$ cat src/rtl/lampfpu_fma_rounder.sv
// Rounding and packing back end of the FMA: rounds an unrounded, normalized
// significand to the selected mode, fixes up carry-out and exponent overflow,
// and emits the packed float plus exception flags.
// Ports:
//   clk, rst                       clock, asynchronous active-high reset
//   valid_i / ready_o              upstream handshake
//   sign_i, mant_i, exp_i          unrounded result (mant = carry,hidden,frac,G,R,S)
//   is_overflow_i, is_underflow_i  upstream exception classification
//   is_to_round_i                  0 = special value passthrough
//   rnd_mode_i                     00 RNE, 01 RTZ, 10 RUP, 11 RDN
//   valid_o / ready_i              downstream handshake
//   result_o                       {sign, exp, frac}
//   overflow_o, underflow_o, inexact_o  exception flags
module lampfpu_fma_rounder #(
    parameter int unsigned F_EXP  = 8,
    parameter int unsigned F_MANT = 7
) (
    input  logic                      clk,
    input  logic                      rst,
    input  logic                      valid_i,
    output logic                      ready_o,
    input  logic                      sign_i,
    input  logic [F_MANT+4:0]         mant_i,
    input  logic [F_EXP-1:0]          exp_i,
    input  logic                      is_overflow_i,
    input  logic                      is_underflow_i,
    input  logic                      is_to_round_i,
    input  logic [1:0]                rnd_mode_i,
    output logic                      valid_o,
    input  logic                      ready_i,
    output logic [F_EXP+F_MANT:0]     result_o,
    output logic                      overflow_o,
    output logic                      underflow_o,
    output logic                      inexact_o
);

    localparam int unsigned SW = F_MANT + 2;
    localparam int unsigned RW = 1 + F_EXP + F_MANT;
    localparam int unsigned EW = F_EXP + 1;

    localparam logic [1:0] RM_RNE = 2'b00;
    localparam logic [1:0] RM_RTZ = 2'b01;
    localparam logic [1:0] RM_RUP = 2'b10;
    localparam logic [1:0] RM_RDN = 2'b11;

    typedef enum logic [1:0] {CLS_NORM, CLS_PASS, CLS_OVF, CLS_UNF} cls_e;

    // Stage 1 registers
    logic              s1_valid_q, s1_valid_d;
    cls_e              s1_cls_q, s1_cls_d;
    logic              s1_sign_q, s1_sign_d;
    logic [F_EXP-1:0]  s1_exp_q, s1_exp_d;
    logic [SW-1:0]     s1_sig_q, s1_sig_d;
    logic              s1_inexact_q, s1_inexact_d;
    logic [1:0]        s1_mode_q, s1_mode_d;
    logic [F_MANT-1:0] s1_pfrac_q, s1_pfrac_d;

    // Stage 2 (output) registers
    logic              s2_valid_q, s2_valid_d;
    logic [RW-1:0]     result_q, result_d;
    logic              overflow_q, overflow_d;
    logic              underflow_q, underflow_d;
    logic              inexact_q, inexact_d;

    logic s1_advance;
    logic s1_load;
    logic s2_load;

    assign s1_advance = !s2_valid_q || ready_i;
    assign ready_o    = !s1_valid_q || s1_advance;
    assign s1_load    = valid_i && ready_o;
    assign s2_load    = s1_valid_q && s1_advance;

    // S1: classify and round the significand
    always_comb begin
        logic inexact;
        logic inc;
        s1_valid_d   = s1_valid_q;
        s1_cls_d     = s1_cls_q;
        s1_sign_d    = s1_sign_q;
        s1_exp_d     = s1_exp_q;
        s1_sig_d     = s1_sig_q;
        s1_inexact_d = s1_inexact_q;
        s1_mode_d    = s1_mode_q;
        s1_pfrac_d   = s1_pfrac_q;
        inexact      = |mant_i[2:0];
        inc          = 1'b0;
        unique case (rnd_mode_i)
            RM_RNE: inc = mant_i[2] && (mant_i[1] || mant_i[0] || mant_i[3]);
            RM_RTZ: inc = 1'b0;
            RM_RUP: inc = inexact && !sign_i;
            RM_RDN: inc = inexact && sign_i;
            default: inc = 1'b0;
        endcase
        if (ready_o) begin
            s1_valid_d = valid_i;
        end
        if (s1_load) begin
            if (!is_to_round_i)     s1_cls_d = CLS_PASS;
            else if (is_overflow_i) s1_cls_d = CLS_OVF;
            else if (is_underflow_i) s1_cls_d = CLS_UNF;
            else                    s1_cls_d = CLS_NORM;
            s1_sign_d    = sign_i;
            s1_exp_d     = exp_i;
            s1_sig_d     = {1'b0, mant_i[F_MANT+3:3]} + SW'(inc);
            s1_inexact_d = inexact;
            s1_mode_d    = rnd_mode_i;
            s1_pfrac_d   = mant_i[F_MANT+4:5];
        end
    end

    // S2: exponent adjust, overflow saturation and packing
    always_comb begin
        logic             carry;
        logic [EW-1:0]    exp_r;
        logic             ovf_norm;
        logic             inf_sel;
        logic [F_EXP-1:0] exp_ones;
        logic [F_EXP-1:0] exp_max;
        logic [RW-1:0]    res_c;
        logic             ov_c, un_c, ix_c;
        s2_valid_d  = s2_valid_q;
        result_d    = result_q;
        overflow_d  = overflow_q;
        underflow_d = underflow_q;
        inexact_d   = inexact_q;
        exp_ones    = '1;
        exp_max     = {{(F_EXP-1){1'b1}}, 1'b0};
        carry       = s1_sig_q[SW-1];
        exp_r       = {1'b0, s1_exp_q} + EW'(carry);
        ovf_norm    = exp_r >= {1'b0, exp_ones};
        inf_sel     = (s1_mode_q == RM_RNE) ||
                      (s1_mode_q == RM_RUP && !s1_sign_q) ||
                      (s1_mode_q == RM_RDN && s1_sign_q);
        res_c = {s1_sign_q, exp_r[F_EXP-1:0], carry ? {F_MANT{1'b0}} : s1_sig_q[F_MANT-1:0]};
        ov_c  = 1'b0;
        un_c  = 1'b0;
        ix_c  = s1_inexact_q;
        if (s1_cls_q == CLS_PASS) begin
            res_c = {s1_sign_q, s1_exp_q, s1_pfrac_q};
            ix_c  = 1'b0;
        end else if (s1_cls_q == CLS_OVF || (s1_cls_q == CLS_NORM && ovf_norm)) begin
            res_c = inf_sel ? {s1_sign_q, exp_ones, {F_MANT{1'b0}}}
                            : {s1_sign_q, exp_max, {F_MANT{1'b1}}};
            ov_c  = 1'b1;
            ix_c  = 1'b1;
        end else if (s1_cls_q == CLS_UNF) begin
            res_c = {s1_sign_q, {(RW-1){1'b0}}};
            un_c  = 1'b1;
            ix_c  = 1'b1;
        end
        if (s1_advance) begin
            s2_valid_d = s1_valid_q;
        end
        if (s2_load) begin
            result_d    = res_c;
            overflow_d  = ov_c;
            underflow_d = un_c;
            inexact_d   = ix_c;
        end
    end

    always_ff @(posedge clk or posedge rst) begin
        if (rst) begin
            s1_valid_q   <= 1'b0;
            s1_cls_q     <= CLS_NORM;
            s1_sign_q    <= 1'b0;
            s1_exp_q     <= '0;
            s1_sig_q     <= '0;
            s1_inexact_q <= 1'b0;
            s1_mode_q    <= '0;
            s1_pfrac_q   <= '0;
            s2_valid_q   <= 1'b0;
            result_q     <= '0;
            overflow_q   <= 1'b0;
            underflow_q  <= 1'b0;
            inexact_q    <= 1'b0;
        end else begin
            s1_valid_q   <= s1_valid_d;
            s1_cls_q     <= s1_cls_d;
            s1_sign_q    <= s1_sign_d;
            s1_exp_q     <= s1_exp_d;
            s1_sig_q     <= s1_sig_d;
            s1_inexact_q <= s1_inexact_d;
            s1_mode_q    <= s1_mode_d;
            s1_pfrac_q   <= s1_pfrac_d;
            s2_valid_q   <= s2_valid_d;
            result_q     <= result_d;
            overflow_q   <= overflow_d;
            underflow_q  <= underflow_d;
            inexact_q    <= inexact_d;
        end
    end

    assign valid_o     = s2_valid_q;
    assign result_o    = result_q;
    assign overflow_o  = overflow_q;
    assign underflow_o = underflow_q;
    assign inexact_o   = inexact_q;

endmodule

$ cat config.mk
export PLATFORM = sky130hd
export DESIGN_NAME = lampfpu_fma_rounder
export DESIGN_NICKNAME = d
export VERILOG_FILES = /design/src/rtl/lampfpu_fma_rounder.sv
export SDC_FILE = /design/constraint.sdc
export NUM_CORES = 1
export LEC_CHECK = 0
export CORE_UTILIZATION = 55
export CTS_BUF_LIST = sky130_fd_sc_hd__clkbuf_4 sky130_fd_sc_hd__clkbuf_8 sky130_fd_sc_hd__clkbuf_16
export CTS_CLUSTER_DIAMETER = 150
export CTS_CLUSTER_SIZE = 25
export DETAILED_ROUTE_END_ITERATION = 8
export GPL_TIMING_DRIVEN = 0
export PLACE_DENSITY = 0.9
export SLEW_MARGIN = 15
export SYNTH_ARGS = -nofsm -noshare
export SYNTH_HDL_FRONTEND = slang
export SYNTH_SLANG_ARGS = --single-unit
$ cat constraint.sdc
create_clock -name clk -period 4.05 [get_ports clk]
set_input_delay 0.81 -clock clk [delete_from_list [all_inputs] [get_ports clk]]
set_output_delay 0.81 -clock clk [all_outputs]
set_load 0.01 [all_outputs]
# == After elaboration in Yosys (flattened, before gate mapping) ==
# Index checks and enable logic that the tools add are counted.
# word_totals
mem_bits_ro,0
out_inout_bits,21
input_bits,30
memories,0
reg_bits,51
mem_bits_rw,0
latchBits,0
# op_classes
n_reduce_logical,23
n_mux,17
n_bitwise,0
shift,0
magnitude_cmp,1
mul,0
n_eq_ne,8
add_sub_neg,2
div,0
# op_table
cell,n
2-to-1 mux 15 bit,3
adder 8 x 1 -> 9 bit,2
"== test 2 bit, second input constant",6
"greater-or-equal comparator 9 x 8 -> 1 bit, second input constant",1
logical AND 1 bit,8
2-to-1 mux 1 bit,8
2-to-1 mux 8 bit,1
logical OR 1 bit,7
2-to-1 mux 7 bit,1
zero test 2 bit,3
2-to-1 mux 2 bit,3
"== test 2 x 1 -> 1 bit, second input constant",2
zero test 1 bit,4
case mux 1 bit (4 select lines),1
OR reduction 3 bit,1

# == Longest topological paths before layout ==
# Gate-level depths: netlist (run 1).
# logic_depth
ltp_word,7
mapped_depth,8
mapped_depth_nobuf,8

# == Worst setup path after synthesis (run 1) ==
# OpenSTA, ideal clock, no wires.
# synth_path
path_type,input to register
startpoint,input mant_i[3]
endpoint,register s1_sig_q[6]
setup_ns,0.135
n_path_buf,0
cell_stages,8
slack_ns,1.775
arrival_time_ns,2.139
path_cell_list,or3_1 -> a21oi_1 -> nor3_1 -> ha_1 -> ha_1 -> and3_1 -> xnor2_1 -> o21ai_0
# synth_via
elab_chain_cells,4
# synth_lines
element,line,text
start: declaration,23,"input logic [F_MANT+4:0] mant_i,"
logical OR 1 bit,89,RM_RNE: inc = mant_i[2] && (mant_i[1] || mant_i[0] || mant_i[3]);
logical AND 1 bit,89,
case mux 1 bit (4 select lines),88,unique case (rnd_mode_i)
adder 8 x 1 -> 9 bit (*),105,"s1_sig_d = {1'b0, mant_i[F_MANT+3:3]} + SW'(inc);"
end signal: assignment,183,s1_sig_q <= s1_sig_d;
end: declaration,53,"logic [SW-1:0] s1_sig_q, s1_sig_d;"
# Mark *: on every way between the ends. The rest lies on a longest branch, timed or not.
# A chain may end at the register's enable or synchronous reset.

# == Worst setup path after layout (run 1) ==
# layout_path
startpoint,input ready_i
endpoint,output ready_o
# layout_via
elab_chain_cells,2
# layout_lines
element,line,text
start: declaration,30,"input logic ready_i,"
logical OR 1 bit,69,assign s1_advance = !s2_valid_q || ready_i;
logical OR 1 bit,70,assign ready_o = !s1_valid_q || s1_advance;
end: declaration,21,"output logic ready_o,"
# Every way passes these cells.

==> results.md, run 1 <==
- Largest net degree at the start of global routing: 33
- Syn. warnings: 0
- Leak: approximately 1.4 nW
- Initial DRC count: roughly 200
- Final Hold Fails: 0
- N_diodes: 0
- Via-per-instance ratio: between 5 and 6
- CTS root buf: clkbuf_8
- Max Cap Violations: 0
- First-pass GRT wire length: between 9000 and 10,000 um
- Avg Inst Size Synth: 10.6 um^2
- Max_slew headroom: 61.7%
- CP delay by family, top: buffers and inverters
- Crit path required time: between 3 and 4 ns
- DP Area: ~0.0031 mm^2
- Crit-path cells: clkdlybuf4s50_1, nand3b_1, clkdlybuf4s50_1
- GRT Util Overall: between 20% and 30%
- Vias in the first global route: between 1,500 and 2,000
- Number of I/O pins: slightly above 50
- Setup Skew: approximately 0.0050 ns
- CTS clock-pin slew for the worst setup and hold paths: roughly 0.08 ns
- Worst r2r src: s1_exp_q[0]
- Commonest cells post-synth: 50 x dfrtp_1, 32 x nand2_1, 21 x o21ai_0, 20 x mux2_2, 12 x a21oi_1
- Crit path launch: ready_i
- Hold slack: 0.478 ns
- Seq/Total Area, Yosys: between 40% and 50%
- RD Place Congestion: around 0.86
- Finished layout cell area: between 0.003 and 0.004 mm^2
- Initial antenna violation count: 0
- Via count: roughly 2,000
- GRT overflow: 0
- Post-layout nets: 330
- # DRC: 0
- CTS Hold Buffers Added: 0
- Max rail drop VDD: 0.000243 V
- Worst hold start: result_o[9]
- Detailed Routing Iterations Pass 1: 5
- Startpoint class of the critical path: primary input
- Critical Path Most Common Cell: clkdlybuf4s50_1
- Post-cts repair resize count: 0
- Layout Area Growth over Synthesis: 27.9%
- Placed cell count: 340
- Predominant post-synthesis flop cell: dfrtp_1
- Worst Max-Slew Pin Slew: 0.574 ns
- Non-Filler Instances: approximately 350
- Die area: just under 0.005 mm^2
- Max frequency: ~360 MHz
- Mapped Nets: 272
- Type of the worst min-delay path: flop to flop
- CP peak stage delay: about 0.55 ns
- Clock sink count: 50
- Status: finished clean
- H-Tree Level Count: 2
- CP Class: primary input to output port
- CP Buf/Inv Count: 2
- Final ANT Viol Nets: 0
- Port Buffers: 50
- Synth top area share: about half
- Longest Clk Path Bufs: 2
- Synthesized instance count: about 240
- Post-Route Utilization: 73.6%
- Asr flop ratio synth: 100%
- Top-count cell post-synth: dfrtp_1
- PwrDens: 441 mW/mm^2
- EDFF count, synth: 0
- Fin. max-slew vios: 0
- CP Data Arrival Time: ~2 ns
- Die width: slightly below 70 um
- Final Routed Wirelength: ~5300 um
- Placeable Area: between 0.004 and 0.005 mm^2
- Fraction of layout cells with a size suffix above 1: a little over an eighth
- Die Y: a little under 70 um
- Slowest stage cell, crit path: clkdlybuf4s50_1
- CTS tree: done
- RSZ-0062 raised after global routing: no
- CTS Buf Count: 5
- Synth unique cells: 40
- FF+latch count, synth: 50
- Num rows: 24
- Yosys top cell by area: dfrtp_1
- Clock Latency Late Sink: between 0.3 and 0.4 ns
- Minimum clock period: between 2 and 3 ns
- Setup TNS: 0 ns
- Final HPWL DP: 4080 um
- Top post-synthesis cells by area: dfrtp_1 50%, mux2_2 9.0%, nand2_1 4.8%
- Crit Path Max Fanout: 3
- Post-Syn Area: roughly 0.0025 mm^2
- Fin crit share: between 60 and 70%
- Drt wl/cell: between 15 and 20 um
- Starting Density: ~58%
- Finish-stage setup viols: 0
- Postcts setup bufs: 0
- Critical path endpoint category: output port
-- routing by layer --
| metal | track usage (%) | part of all wire [%] | up-vias | wire length, um |
|---|---|---|---|---|
| li1 | - | - | 958 | - |
| met1 | 33.4 | 46 | 944 | 2450 |
| met2 | 38.6 | 48 | 64 | 2560 |
| met3 | 4.65 | 4.7 | 8 | 253 |
| met4 | 9.07 | 1.3 | 0 | 72 |
| met5 | 0 | 0 | - | 0 |
-- registers in the layout (all words and copies together), names as in the netlist, 2 cells and up --
signal,count
s1_mode_q,2
result_o,16
s1_exp_q,8
s1_pfrac_q,7
s1_sig_q,8
s1_cls_q,2
-- report_power, final --
part           internal, mW  leakage (nW)  switching [mW]
clock                 0.198        0.0593           0.156
sequential            0.590         0.598          0.0641
combinational         0.223         0.709           0.184
-- final cells by class --
type	instances	area [um^2]
Tap cell	52	65.1
Clock inverter	1	30.0
Clock buffer	7	83.8
Multi-Input combinational cell	171	1180
Inverter	4	15.0
Sequential cell	50	1250
Buffer	12	62.6
Timing Repair Buffer	51	520
Fill cell	313	1150
-- worst register-to-register path, stage by stage (launching register included) --
cell and delay [ns]:
dfrtp_1 0.44, ha_1 0.23, ha_1 0.21, and3_1 0.20
buf_6 0.13, a311o_1 0.35, a41oi_2 0.27, and2_1 0.17
a2bb2oi_1 0.16
-- layout by cell type, fill, tap and decap left out, types with 2 or more instances in the layout --
cell	count
buf_2	2
o22ai_1	2
a21oi_1	12
nand2b_1	6
clkdlybuf4s50_1	50
a221oi_1	2
a22o_1	2
clkbuf_1	8
and3_1	4
ha_1	5
mux2i_1	2
nor3_1	2
dfrtp_1	50
nand3_1	8
inv_1	3
nor2_1	9
a31oi_1	2
nand2_1	32
buf_6	2
clkbuf_8	5
clkbuf_4	2
xor2_1	5
mux2_2	20
and2_1	8
o21ai_0	21
a21o_1	2
xnor2_1	5
a2bb2oi_1	7
-- worst paths after layout --
kind | slack [ns] | end | cells after the start
max | 1.26 | ready_o | 3
min | 0.48 | result_o[9] | 1
max reg2reg | 1.81 | result_o[4] | 8
min reg2reg | 0.48 | result_o[9] | 1
max in group asynchronous | 2.74 | s1_exp_q[6] | 3
min in group asynchronous | 0.81 | result_o[1] | 2
-- kinds of logic after synthesis --
family,share of synthesized area (%)
and+or+nand+nor,15.0
AOI/OAI and AO/OA,16.3
DFF,49.9
muxes,9.78
buffers and inverters,3.09
xor gates and xnor gates,3.49
adders and majority gates,2.50
-- through the flow --
step / setup slack (ns) / power [mW]
2_1_floorplan: 1.78 / 0.876
5_1_grt: 1.22 / 1.49
3_5_place_dp: 1.24 / 1.07
3_3_place_gp: 1.18 / 1.05
6_report: 1.26 / 1.42
4_1_cts: 1.25 / 1.42
Note: power is estimated with default switching activity, not from simulation.
==> run 2: changes to the inputs <==
--- a/config.mk
+++ b/config.mk
@@ -5,13 +5,13 @@
 export SDC_FILE = /design/constraint.sdc
 export NUM_CORES = 1
 export LEC_CHECK = 0
-export CORE_UTILIZATION = 55
+export CORE_UTILIZATION = 51
 export CTS_BUF_LIST = sky130_fd_sc_hd__clkbuf_4 sky130_fd_sc_hd__clkbuf_8 sky130_fd_sc_hd__clkbuf_16
 export CTS_CLUSTER_DIAMETER = 150
 export CTS_CLUSTER_SIZE = 25
 export DETAILED_ROUTE_END_ITERATION = 8
 export GPL_TIMING_DRIVEN = 0
-export PLACE_DENSITY = 0.9
+export PLACE_DENSITY = 0.84
 export SLEW_MARGIN = 15
 export SYNTH_ARGS = -nofsm -noshare
 export SYNTH_HDL_FRONTEND = slang
==> constraint.sdc (replaced) <==
create_clock -name clk -period 2.75 [get_ports clk]
set_input_delay 0.55 -clock clk [delete_from_list [all_inputs] [get_ports clk]]
set_output_delay 0.55 -clock clk [all_outputs]
set_load 0.01 [all_outputs]
==> run 2 against run 1 <==
  * Sequential cell count is the same
  * Register-to-register slack got worse by 1.3 ns
  * Cell count up 4.3%
  * First-iteration DRC count increased by 8.7%
  * Via count grew 1.2%
==> results.md, run 2 (same netlist as run 1, synthesis figures left out) <==
- Status: finished clean
- Critical path endpoint category: flop
- Via-per-instance ratio: 5.50
- Post-layout nets: 330
- Die area: between 0.005 and 0.006 mm^2
- Layout Area Growth over Synthesis: 29.6%
- Drt wl/cell: 14.5 um
- Worst Max-Slew Pin Slew: between 0.5 and 0.6 ns
- Non-Filler Instances: about 360
- Fin. max-slew vios: 0
- Final Routed Wirelength: about 5200 um
- Max_slew headroom: between 60 and 70%
- Final ANT Viol Nets: 0
- R2R Path End: result_o[0]
- Largest register FFs: 16
- WL met2: 2430 um
- RSZ-0062 raised after global routing: no
- CP Data Arrival Time: approximately 2.5 ns
- Slowest stage cell, crit path: clkdlybuf4s50_1
- Postcts setup bufs: 0
- Placed cell count: about 360
- CTS tree: done
- Largest net degree at the start of global routing: 32
- Worst reg2reg setup slack: 0.50 ns
- Vias in the first global route: approximately 1,900
- Hold slack: between 0.4 and 0.5 ns
- Num rows: 25
- Fraction of layout cells with a size suffix above 1: 13.5%
- Crit path launch: mant_i[3]
- N_diodes: 0
- CTS clock-pin slew for the worst setup and hold paths: about 0.10 ns
- Max Cap Violations: 0
- Clock sink count: 50
- Final Hold Fails: 0
- CP delay by family, top: simple AND/OR/NAND/NOR gates
- PwrDens: 667 mW/mm^2
- Finish-stage setup viols: 0
- Longest Clk Path Bufs: 2
- Crit Path Max Fanout: 3
- Crit-path cells: clkdlybuf4s50_1, or3_1, a21oi_1, nor3_1, ha_1, ha_1, and3_1, xnor2_1, o21ai_0
- Critical Path Most Common Cell: ha_1
- H-Tree Level Count: 2
- CTS Buf Count: 5
- Levels on crit path: 9
- GRT overflow: 0
- Via count: around 2,000
- Total Power: 2.17 mW
- RD Place Congestion: around 0.9
- Worst hold start: result_o[8]
- Worst Setup EP: s1_sig_q[6]
- Setup TNS: 0 ns
- Port Buffers: 50
- Placeable Area: 0.00472 mm^2
- Startpoint class of the critical path: primary input
- WL met3: 282 um
- CP Buf/Inv Count: 1
- Starting Density: ~53%
- Max rail drop VDD: approximately 0.0004 V
- Type of the worst min-delay path: flop to flop
- Final HPWL DP: around 4000 um
- Initial DRC count: approximately 210
- # DRC: 0
- Worst hold stages: 2
- Detailed Routing Iterations Pass 1: 6
- First-pass GRT wire length: roughly 9100 um
- Clock Latency Late Sink: between 0.3 and 0.4 ns
- Worst slack at placement: between 0.15 and 0.2 ns
- Die width: roughly 72 um
- CP Class: primary input to flop
- Highest Signal Layer: met4
- Initial antenna violation count: 0
- Worst r2r src: s1_exp_q[0]
- Fin crit share: between 80% and 90%
- Crit path required time: 2.94 ns
- Die Y: roughly 72 um
- Max frequency: 442 MHz
- Number of I/O pins: 51
- CTS root buf: clkbuf_8
- M1 wire length: 2450 um
- Post-cts repair resize count: 0
- GRT Util Overall: 22.9%
- Final worst slack: roughly 0.49 ns
- Commonest non-fill, non-tap cells in the layout: 50 x dfrtp_1, 50 x clkdlybuf4s50_1, 32 x nand2_1
- Minimum clock period: approximately 2.3 ns
- CP peak stage delay: approximately 0.42 ns
- R2R cell count: 8
- CTS Hold Buffers Added: 0
- Leak: roughly 1.4 nW
- Setup Skew: 0.0118 ns
## run 2: changes by cell type in the layout (fill, tap and decap cells not counted), sizes merged
cell    delta
clkinv     +1
bufinv     +1
clkbuf     -2
## run 2: final cells by class
class                      count  area, um^2
tap                           67        83.8
buffer                        12        62.6
timing repair buffer          51         520
inverter                       4        15.0
clock inverter                 3        68.8
fill                         381        1470
clock buffer                   5        68.8
multi-input combinational    171        1180
sequential                    50        1250
## run 2: power breakdown
part           total, mW  switching [mW]  internal (mW)  leakage, nW
Combinational      0.595           0.267          0.328        0.709
Sequential         0.961          0.0924          0.869        0.598
Clock              0.613           0.248          0.364       0.0683
Total               2.17           0.608           1.56         1.37
## run 2: how the worst min path moves through the flow
stage,to
final,result_o[8]
after global placement,s1_sig_q[2]
after CTS,result_o[8]
after global routing,overflow_o
after floorplan,s1_sig_q[2]
after detailed placement,s1_sig_q[6]
## run 2: worst reg2reg max path: cells and delay by family (launching register included)
family                     cells  cell delay (ns)
DFF                            1             0.45
buffers and inverters          1             0.13
AOI/OAI and AO/OA              3             0.79
and+or+nand+nor                2             0.38
adders and majority gates      2             0.45
## run 2: layer usage
layer  up-vias  GRT usage (%)
met5         -              0
met4         0           7.41
met3         7           5.14
met2        70           34.4
met1       962           33.1
li1        959              -
## run 2: per-stage QoR
stage          util, %  area (um^2)
3_5_place_dp      65.9         3110
3_3_place_gp      65.5         3090
5_1_grt           68.8         3250
4_1_cts           68.8         3250
2_1_floorplan        -         2510
6_report          68.8         3250
==> run 3: changes to the inputs <==
==> constraint.sdc (replaced) <==
create_clock -name clk -period 2.25 [get_ports clk]
set_input_delay 0.45 -clock clk [delete_from_list [all_inputs] [get_ports clk]]
set_output_delay 0.45 -clock clk [all_outputs]
set_load 0.01 [all_outputs]
==> run 3 against run 2 <==
  * Clock power is 23% higher
  * Cell count rose by 0.28%
  * Non-clock buffer count grew 1
  * Clock skew is 0.0015 ns higher
  * Global-route usage unchanged
  * Design area up 2.0%
  * Combinational power grew 29%
  * Worst hold slack got worse by 0.040 ns
  * Clock-buffer cell count unchanged
  * Routed wire length rose by 1.6%
  * Total power is 24% higher
  * Sequential share of layout area is 0.72 points lower
  * Critical path type is now flop to flop
  * Critical endpoint is now result_o[0]
  * Largest power group unchanged
==> results.md, run 3 (same netlist as run 1, synthesis figures left out) <==
- CP Class: flop to flop
- First-pass GRT wire length: a little over 9000 um
- Hold slack: 0.441 ns
- Placeable Area: approximately 0.0047 mm^2
- Die width: 72.1 um
- Leak: around 1.4 nW
- Post-layout nets: roughly 330
- Total Power: about 2.7 mW
- Setup Skew: 0.0133 ns
- Vias in the first global route: between 1,500 and 2,000
- Finish-stage setup viols: 0
- Initial antenna violation count: 0
- Fin crit share: 96.0%
- Max Cap Violations: 0
- Post-Route Utilization: between 70% and 80%
- Number of I/O pins: 51
- CTS Buf Count: 5
- RD Place Congestion: approximately 0.9
- Via-per-instance ratio: about 5.5
- Register area: around 0.0013 mm^2
- Fraction of layout cells with a size suffix above 1: about 18%
- Critical path endpoint category: flop
- CP delay by family, top: compound AO/OA/AOI/OAI gates
- CP Buf/Inv Count: 1
- Initial DRC count: roughly 150
- Drt wl/cell: around 15 um
- # DRC: 0
- Area used by multi-input combinational logic: about 0.0012 mm^2
- Final HPWL DP: 3960 um
- Clock Latency Late Sink: roughly 0.31 ns
- Crit path required time: around 2.5 ns
- GRT Util Overall: about 23%
- Fin. max-slew vios: 0
- Longest Clk Path Bufs: 2
- GRT overflow: 0
- Final ANT Viol Nets: 0
- Final Routed Wirelength: 5330 um
- R2R Path End: result_o[0]
- Startpoint class of the critical path: flop
- Layout Area Growth over Synthesis: 32.2%
- Largest net degree at the start of global routing: 32
- CP peak stage delay: approximately 0.44 ns
- Die Y: 72.1 um
- Final Hold Fails: 0
- CTS Hold Buffers Added: 0
- Commonest non-fill, non-tap cells in the layout: 50 x clkdlybuf4s50_1, 49 x dfrtp_1, 32 x nand2_1
- Fillers: 367
- CTS tree: done
- Starting Density: 53.1%
- Slowest stage cell, crit path: dfrtp_2
- Status: finished clean
- Die area: between 0.005 and 0.006 mm^2
- R2R cell count: 8
- Max_slew headroom: 61.8%
- N_diodes: 0
- Type of the worst min-delay path: primary input to async pin
- Crit Path Max Fanout: 7
- Port Buffers: 50
- Worst Max-Slew Pin Slew: 0.573 ns
- CTS clock-pin slew for the worst setup and hold paths: about 0.10 ns
- Max rail drop VDD: 0.000478 V
- Commonest non-fill, non-tap cell in the layout: clkdlybuf4s50_1
- Worst r2r src: s1_exp_q[0]
- CP Data Arrival Time: 2.37 ns
- Worst reg2reg setup slack: approximately 0.09 ns
- Detailed Routing Iterations Pass 1: 7
- Num rows: 25
- CTS root buf: clkbuf_8
- Largest register FFs: 16
- Minimum clock period: about 2.2 ns
- Via count: 1,991
- PwrDens: between 800 and 900 mW/mm^2
- Crit-path cells: ha_1, ha_2, and3_1, buf_6, and2_4, a311oi_4, o31ai_4, a2bb2oi_2
- Clock sink count: 50
- Max frequency: between 400 and 500 MHz
- H-Tree Level Count: 2
## run 3: changes by cell type in the layout (fill, tap and decap cells not counted), sizes merged
| cell | previous run | this run |
|---|---|---|
| buf | 5 | 6 |
## run 3: what timing repair did
action                     4_1_cts  5_1_grt
setup buffers                    0        1
gates resized for setup          0       12
setup endpoints to repair        0       11
## run 3: worst max path at each step
stage                start     endpoint  slack (ns)  cells after the start
2_1_floorplan  s1_exp_q[0]  result_o[7]        0.21                      8
3_3_place_gp           rst  s1_exp_q[4]       -0.28                      2
6_report       s1_exp_q[0]  result_o[0]        0.09                      8
5_1_grt        s1_exp_q[0]  result_o[7]    -0.00005                      8
4_1_cts        s1_exp_q[0]  result_o[0]       0.002                      8
3_5_place_dp     mant_i[3]  s1_sig_q[6]       -0.25                      9
## run 3: power by group
part	internal, mW	total, mW	switching [mW]
Sequential	1.06	1.18	0.114
Combinational	0.424	0.766	0.342
Clock	0.445	0.753	0.308
Total	1.93	2.70	0.764
## run 3: metrics by stage
step | TNS (ns) | area [um^2] | worst slack, ns | instances
global route | -0.0000502 | 3310 | -0.0000502 | 364
floorplan | 0 | 2510 | 0.208 | 237
finish | 0 | 3310 | 0.0893 | 364
CTS | 0 | 3250 | 0.00169 | 363
global placement | -14.33 | 3090 | -0.278 | 354
detailed placement | -0.840 | 3110 | -0.247 | 355
## run 3: final cells by class
| type | count | area share, % |
|---|---|---|
| inverters | 4 | 0.453 |
| flip-flops and latches | 50 | 37.8 |
| plain buffers | 12 | 1.89 |
| clock buffers | 5 | 2.08 |
| well taps | 67 | 2.53 |
| multi-input cells | 171 | 37.3 |
| clock inverters | 3 | 2.08 |
| repair buffers | 52 | 15.9 |
## run 3: per-layer routing
| layer | wire (um) | track usage (%) | vias to the layer above |
|---|---|---|---|
| met3 | 251 | 5.14 | 4 |
| met1 | 2570 | 33.1 | 945 |
| li1 | - | - | 962 |
| met2 | 2460 | 34.4 | 80 |
| met5 | 0 | 0 | - |
| met4 | 54 | 7.41 | 0 |
